<file path="src/rtl/red_pitaya_na_sweep_ctrl.sv">
// Stepped-frequency network-analyzer sequencer: programs an IQ block's phase
// increment per point, polls its averager, reads the I/Q sums and streams them out.
module red_pitaya_na_sweep_ctrl #(
   parameter int PHASEBITS = 32,
   parameter int IDXBITS   = 16,
   parameter int TIMEOUT   = 16
) (
   input  logic                 clk_i,
   input  logic                 rstn_i,
   input  logic                 start_i,
   input  logic                 abort_i,
   input  logic [PHASEBITS-1:0] f_start_i,
   input  logic [PHASEBITS-1:0] f_step_i,
   input  logic [IDXBITS-1:0]   points_i,
   output logic [15:0]          m_addr_o,
   output logic                 m_wen_o,
   output logic                 m_ren_o,
   output logic [31:0]          m_wdata_o,
   input  logic                 m_ack_i,
   input  logic [31:0]          m_rdata_i,
   output logic                 res_valid_o,
   input  logic                 res_ready_i,
   output logic [61:0]          res_i_o,
   output logic [61:0]          res_q_o,
   output logic [IDXBITS-1:0]   res_idx_o,
   output logic                 busy_o,
   output logic                 done_o,
   output logic                 err_o
);

   // Bus: one strobe cycle, then wait for ack (rdata valid in ack cycle).
   // Result: res_valid_o held with stable data until res_ready_i is high at a clock edge.
   localparam int CNTW = $clog2(TIMEOUT + 1);

   typedef enum logic [3:0] {
      IDLE, WR_F, POLL, RD_IL, RD_IH, RD_QL, RD_QH, OUT, FIN
   } state_t;

   state_t               state;
   state_t               bus_next;
   logic [PHASEBITS-1:0] freq;
   logic [PHASEBITS-1:0] f_step;
   logic [PHASEBITS-1:0] freq_next;
   logic [IDXBITS-1:0]   idx;
   logic [IDXBITS-1:0]   points;
   logic [30:0]          il, ih, ql, qh;
   logic [CNTW-1:0]      cnt;
   logic                 abort_q;
   logic                 abort_now;
   logic                 last_point;

   function automatic logic [15:0] addr_of(input state_t s);
      case (s)
         WR_F:    addr_of = 16'h0108;
         RD_IH:   addr_of = 16'h0144;
         RD_QL:   addr_of = 16'h0148;
         RD_QH:   addr_of = 16'h014C;
         default: addr_of = 16'h0140;
      endcase
   endfunction

   // POLL loops on itself while the averager reports busy in bit 31.
   always_comb begin
      bus_next = OUT;
      case (state)
         WR_F:    bus_next = POLL;
         POLL:    bus_next = m_rdata_i[31] ? POLL : RD_IL;
         RD_IL:   bus_next = RD_IH;
         RD_IH:   bus_next = RD_QL;
         RD_QL:   bus_next = RD_QH;
         default: bus_next = OUT;
      endcase
   end

   assign freq_next  = freq + f_step;
   assign last_point = (idx == points - IDXBITS'(1));
   assign abort_now  = abort_i | abort_q;
   assign res_i_o    = {ih, il};
   assign res_q_o    = {qh, ql};
   assign res_idx_o  = idx;

   always_ff @(posedge clk_i or negedge rstn_i) begin
      if (!rstn_i) begin
         state       <= IDLE;
         freq        <= '0;
         f_step      <= '0;
         points      <= '0;
         idx         <= '0;
         il          <= '0;
         ih          <= '0;
         ql          <= '0;
         qh          <= '0;
         cnt         <= '0;
         abort_q     <= 1'b0;
         m_addr_o    <= '0;
         m_wen_o     <= 1'b0;
         m_ren_o     <= 1'b0;
         m_wdata_o   <= '0;
         res_valid_o <= 1'b0;
         busy_o      <= 1'b0;
         done_o      <= 1'b0;
         err_o       <= 1'b0;
      end else begin
         m_wen_o   <= 1'b0;
         m_ren_o   <= 1'b0;
         m_addr_o  <= '0;
         m_wdata_o <= '0;
         done_o    <= 1'b0;
         case (state)
            IDLE: begin
               if (start_i && !abort_i) begin
                  freq    <= f_start_i;
                  f_step  <= f_step_i;
                  points  <= points_i;
                  idx     <= '0;
                  err_o   <= 1'b0;
                  busy_o  <= 1'b1;
                  abort_q <= 1'b0;
                  if (points_i == '0) begin
                     state <= FIN;
                  end else begin
                     state     <= WR_F;
                     m_wen_o   <= 1'b1;
                     m_addr_o  <= 16'h0108;
                     m_wdata_o <= 32'(f_start_i);
                     cnt       <= '0;
                  end
               end
            end
            OUT: begin
               if (abort_i) begin
                  res_valid_o <= 1'b0;
                  busy_o      <= 1'b0;
                  state       <= IDLE;
               end else if (res_ready_i) begin
                  res_valid_o <= 1'b0;
                  if (last_point) begin
                     done_o <= 1'b1;
                     busy_o <= 1'b0;
                     state  <= IDLE;
                  end else begin
                     idx       <= idx + IDXBITS'(1);
                     freq      <= freq_next;
                     state     <= WR_F;
                     m_wen_o   <= 1'b1;
                     m_addr_o  <= 16'h0108;
                     m_wdata_o <= 32'(freq_next);
                     cnt       <= '0;
                  end
               end
            end
            FIN: begin
               busy_o <= 1'b0;
               done_o <= !abort_i;
               state  <= IDLE;
            end
            default: begin
               // Every bus state has exactly one access outstanding from entry.
               if (m_ack_i) begin
                  case (state)
                     RD_IL:   il <= m_rdata_i[30:0];
                     RD_IH:   ih <= m_rdata_i[30:0];
                     RD_QL:   ql <= m_rdata_i[30:0];
                     RD_QH:   qh <= m_rdata_i[30:0];
                     default: ;
                  endcase
                  if (abort_now) begin
                     busy_o  <= 1'b0;
                     abort_q <= 1'b0;
                     state   <= IDLE;
                  end else begin
                     state <= bus_next;
                     if (bus_next == OUT) begin
                        res_valid_o <= 1'b1;
                     end else begin
                        m_ren_o  <= 1'b1;
                        m_addr_o <= addr_of(bus_next);
                        cnt      <= '0;
                     end
                  end
               end else if (cnt == CNTW'(TIMEOUT - 1)) begin
                  err_o   <= 1'b1;
                  busy_o  <= 1'b0;
                  abort_q <= 1'b0;
                  state   <= IDLE;
               end else begin
                  cnt <= cnt + CNTW'(1);
                  if (abort_i) abort_q <= 1'b1;
               end
            end
         endcase
      end
   end

endmodule

</file>
<file path="config.mk">
export PLATFORM = sky130hd
export DESIGN_NAME = red_pitaya_na_sweep_ctrl
export DESIGN_NICKNAME = d
export VERILOG_FILES = /design/src/rtl/red_pitaya_na_sweep_ctrl.sv
export SDC_FILE = /design/constraint.sdc
export NUM_CORES = 1
export LEC_CHECK = 0
export ABC_AREA = 0
export CORE_AREA = 2 2 233 235
export CTS_CLUSTER_SIZE = 14
export DETAILED_ROUTE_END_ITERATION = 7
export DIE_AREA = 0 0 235 237
export PLACE_DENSITY = 0.42
export SYNTH_ARGS = -nofsm -noshare
export SYNTH_HDL_FRONTEND = slang
export SYNTH_SLANG_ARGS = --single-unit
</file>
<file path="constraint.sdc">
create_clock -name clk_i -period 8.4 [get_ports clk_i]
set_input_delay 0.84 -clock clk_i [delete_from_list [all_inputs] [get_ports clk_i]]
set_output_delay 0.84 -clock clk_i [all_outputs]
set_load 0.02 [all_outputs]
</file>
==> results.json <==
{
  "synth-main-ff-cell": "dfrtp_1",
  "insertion_delay_ns": 0.56,
  "cpMostUsedCell": "nor2_1",
  "synth_top_area_frac": 0.519,
  "synth-edff-count": 0,
  "yosys.area.top_type": "dfrtp_1",
  "grt_overflow": 0,
  "first_global_vias": 10900,
  "routedWlPerCell_um": 18.9,
  "antenna_found_initial": 5,
  "io_buffers": 299,
  "syn2layout_area_growth_pct": 37.5,
  "num_rows": 85,
  "cts_tree": "built",
  "syn_inst": 1232,
  "grt_pass1_wl_mm": 66.1,
  "cts_hold_buf": 0,
  "path_cells": "inv_1 -> ha_1 -> nor4b_2 -> o211ai_1 -> o22ai_1 -> nor2_1 -> or4_1 -> o21ai_2 -> nor2_1 -> a221o_1",
  "cts.sinks": 272,
  "rsz0062_at_grt": "false",
  "seq_area_frac_synth": 0.519,
  "drc": 0,
  "via_per_inst": 4.64,
  "yosysWarnings": 0,
  "synth_common_cells": "dfrtp_1 (272), nand2_1 (248), mux2_2 (126)",
  "cp.arrival_ns": 4.44,
  "drtAntennaViolNets": 0,
  "irDropWorstVdd_mv": 0.180,
  "grt_usage": 0.151,
  "htreeDepth": 2,
  "drt-initial-drc-count": 623,
  "start_util": 0.246,
  "max_slew_margin": 0.316,
  "setup_viol": 0,
  "synth_seq_cells": 272,
  "die_area_mm2": 0.0557,
  "critPathLaunchType": "flop",
  "ff2ff_path_depth": 10,
  "cp-startpoint": "points[0]$_DFFE_PN0P_",
  "finalWeightedCongestion": 0.808,
  "finalHoldViolations": 0,
  "crit_fanout": 18,
  "r2r-start": "points[0]$_DFFE_PN0P_",
  "holdWs_ns": 0.328,
  "cts_root_buffer": "clkbuf_16",
  "synth-async-reset-ratio": 1.00,
  "synth_area_leaders": "dfrtp_1 (52%), mux2_2 (11%), nand2_1 (7.1%)",
  "hp-class": "input port to asynchronous set/reset pin",
  "post_cts_buffers": 0,
  "leakagePower_nw": 8.14,
  "cp_top_family": "simple AND/OR/NAND/NOR gates",
  "hpwl_mm": 29.4,
  "crit_path_max_incr_delay_ns": 0.87,
  "r2r-end": "freq[11]$_DFFE_PN0P_",
  "postLayoutCoreUtil": 0.338,
  "worst-path-stages": 10,
  "ioPinCount": 312,
  "die_w_um": 235,
  "path_buf_inv": 1,
  "design.core.area_mm2": 0.0533,
  "layout-drive-gt1-share": 0.146,
  "dr_total_vias": 10400,
  "final_max_slew_viol_count": 0,
  "reg2reg_slack_ns": 4.39,
  "tns_ns": 0,
  "finClkSkew_ns": 0.0196,
  "post-route-period-util": 0.477,
  "drtPass1Iterations": 5,
  "cts_buffers": 36,
  "maxCapViolations": 0,
  "fp.dieH_um": 237,
  "final_nets": 1673,
  "cts_buffer_depth": 3,
  "avgSynthCellArea_um2": 10.6,
  "ys_types": 73,
  "synth_area_mm2": 0.0131,
  "grt_max_degree": 164,
  "endpoint_kind": "flop",
  "tightest_slew_ns": 1.03,
  "synth.most_common_cell": "dfrtp_1",
  "min_period_ns": 4.01,
  "clk_pin_slew_ns": 0.06,
  "slowest_stage": "o21ai_2",
  "critPathKind": "flop to flop",
  "power_density_mw_per_mm2": 376,
  "cts_resized": 0,
  "routed_wl_mm": 42.4,
  "cp.required_ns": 8.84,
  "endpoint": "freq[11]$_DFFE_PN0P_",
  "fmax_ghz": 0.250,
  "status": "complete, no violations"
}
per-layer routing:
metal	vias up	track usage	routed length (um)
li1	4939	-	-
met4	6	0.0418	975
met2	293	0.237	19200
met3	65	0.0682	4230
met1	5100	0.188	18000
met5	-	0	34
kinds of logic (layout without fill, tap and decap cells):
family | count (synthesis) | after routing | synth area share
buf+inv | 91 | 393 | 0.0329
compound gates | 219 | 219 | 0.114
other cells | 1 | 13 | 0.000286
simple gates | 438 | 438 | 0.157
flops | 272 | 272 | 0.519
fa+ha+maj | 36 | 36 | 0.0349
xor+xnor | 44 | 44 | 0.0294
mux | 131 | 131 | 0.112
layout by cell type (no fill, tap or decap), types with 12 or more instances in the layout:
master and count:
clkdlybuf4s50_1 298, dfrtp_1 272, nand2_1 247, mux2_2 126, o21ai_0 45, nor2_1 42, a21oi_1 40, clkbuf_16 36
ha_1 35, xnor2_1 27, nand3_1 24, a21o_1 23, xor2_1 17, inv_1 16, nor3_1 13, or4_1 13
buf_4 13, nand4_1 12, conb_1 12
sequential cells by signal (all words and copies together) (netlist names), 4 cells and up:
name and flops:
qh 31, points 16, cnt 5, freq 32, il 31, ql 31
m_addr_o 4, res_idx_o 16, ih 31, f_step 32, state 4, m_wdata_o 32
layout make-up:
class	instances	area, um2
multi-input combinational	880	5950
fill	5411	35200
inverter	16	60.1
timing repair buffer	313	3120
clock inverter	16	216
clock buffer	48	1020
tap	696	871
sequential	272	6810
antenna	1	2.50
metrics by stage:
stage | cells | power [W] | setup WS (ns) | cell area (um2)
floorplan | 1243 | 0.00402 | 5.27 | 13200
global placement | 2177 | 0.00521 | 4.41 | 16800
detailed placement | 2177 | 0.00522 | 4.34 | 16800
CTS | 2241 | 0.00689 | 4.37 | 18000
global route | 2241 | 0.00727 | 4.04 | 18000
finish | 2242 | 0.00678 | 4.39 | 18000
where the power goes:
part | switching (W) | total, W | internal (W)
Sequential | 0.000330 | 0.00213 | 0.00180
Combinational | 0.00162 | 0.00305 | 0.00143
Clock | 0.000623 | 0.00160 | 0.000980
worst min-delay path by stage:
stage | slack [ns] | start | endpoint | cells past startpoint
after global placement | 0.46 | f_step[17]$_DFFE_PN0P_ | f_step[17]$_DFFE_PN0P_ | 2
after detailed placement | 0.47 | f_step[18]$_DFFE_PN0P_ | f_step[18]$_DFFE_PN0P_ | 2
after CTS | 0.38 | rstn_i | il[15]$_DFFE_PN0P_ | 1
after global routing | 0.41 | rstn_i | il[15]$_DFFE_PN0P_ | 1
final | 0.33 | rstn_i | il[15]$_DFFE_PN0P_ | 1
after floorplan | 0.45 | f_step[0]$_DFFE_PN0P_ | f_step[0]$_DFFE_PN0P_ | 2
No activity file was read; power rests on OpenSTA's default activity.
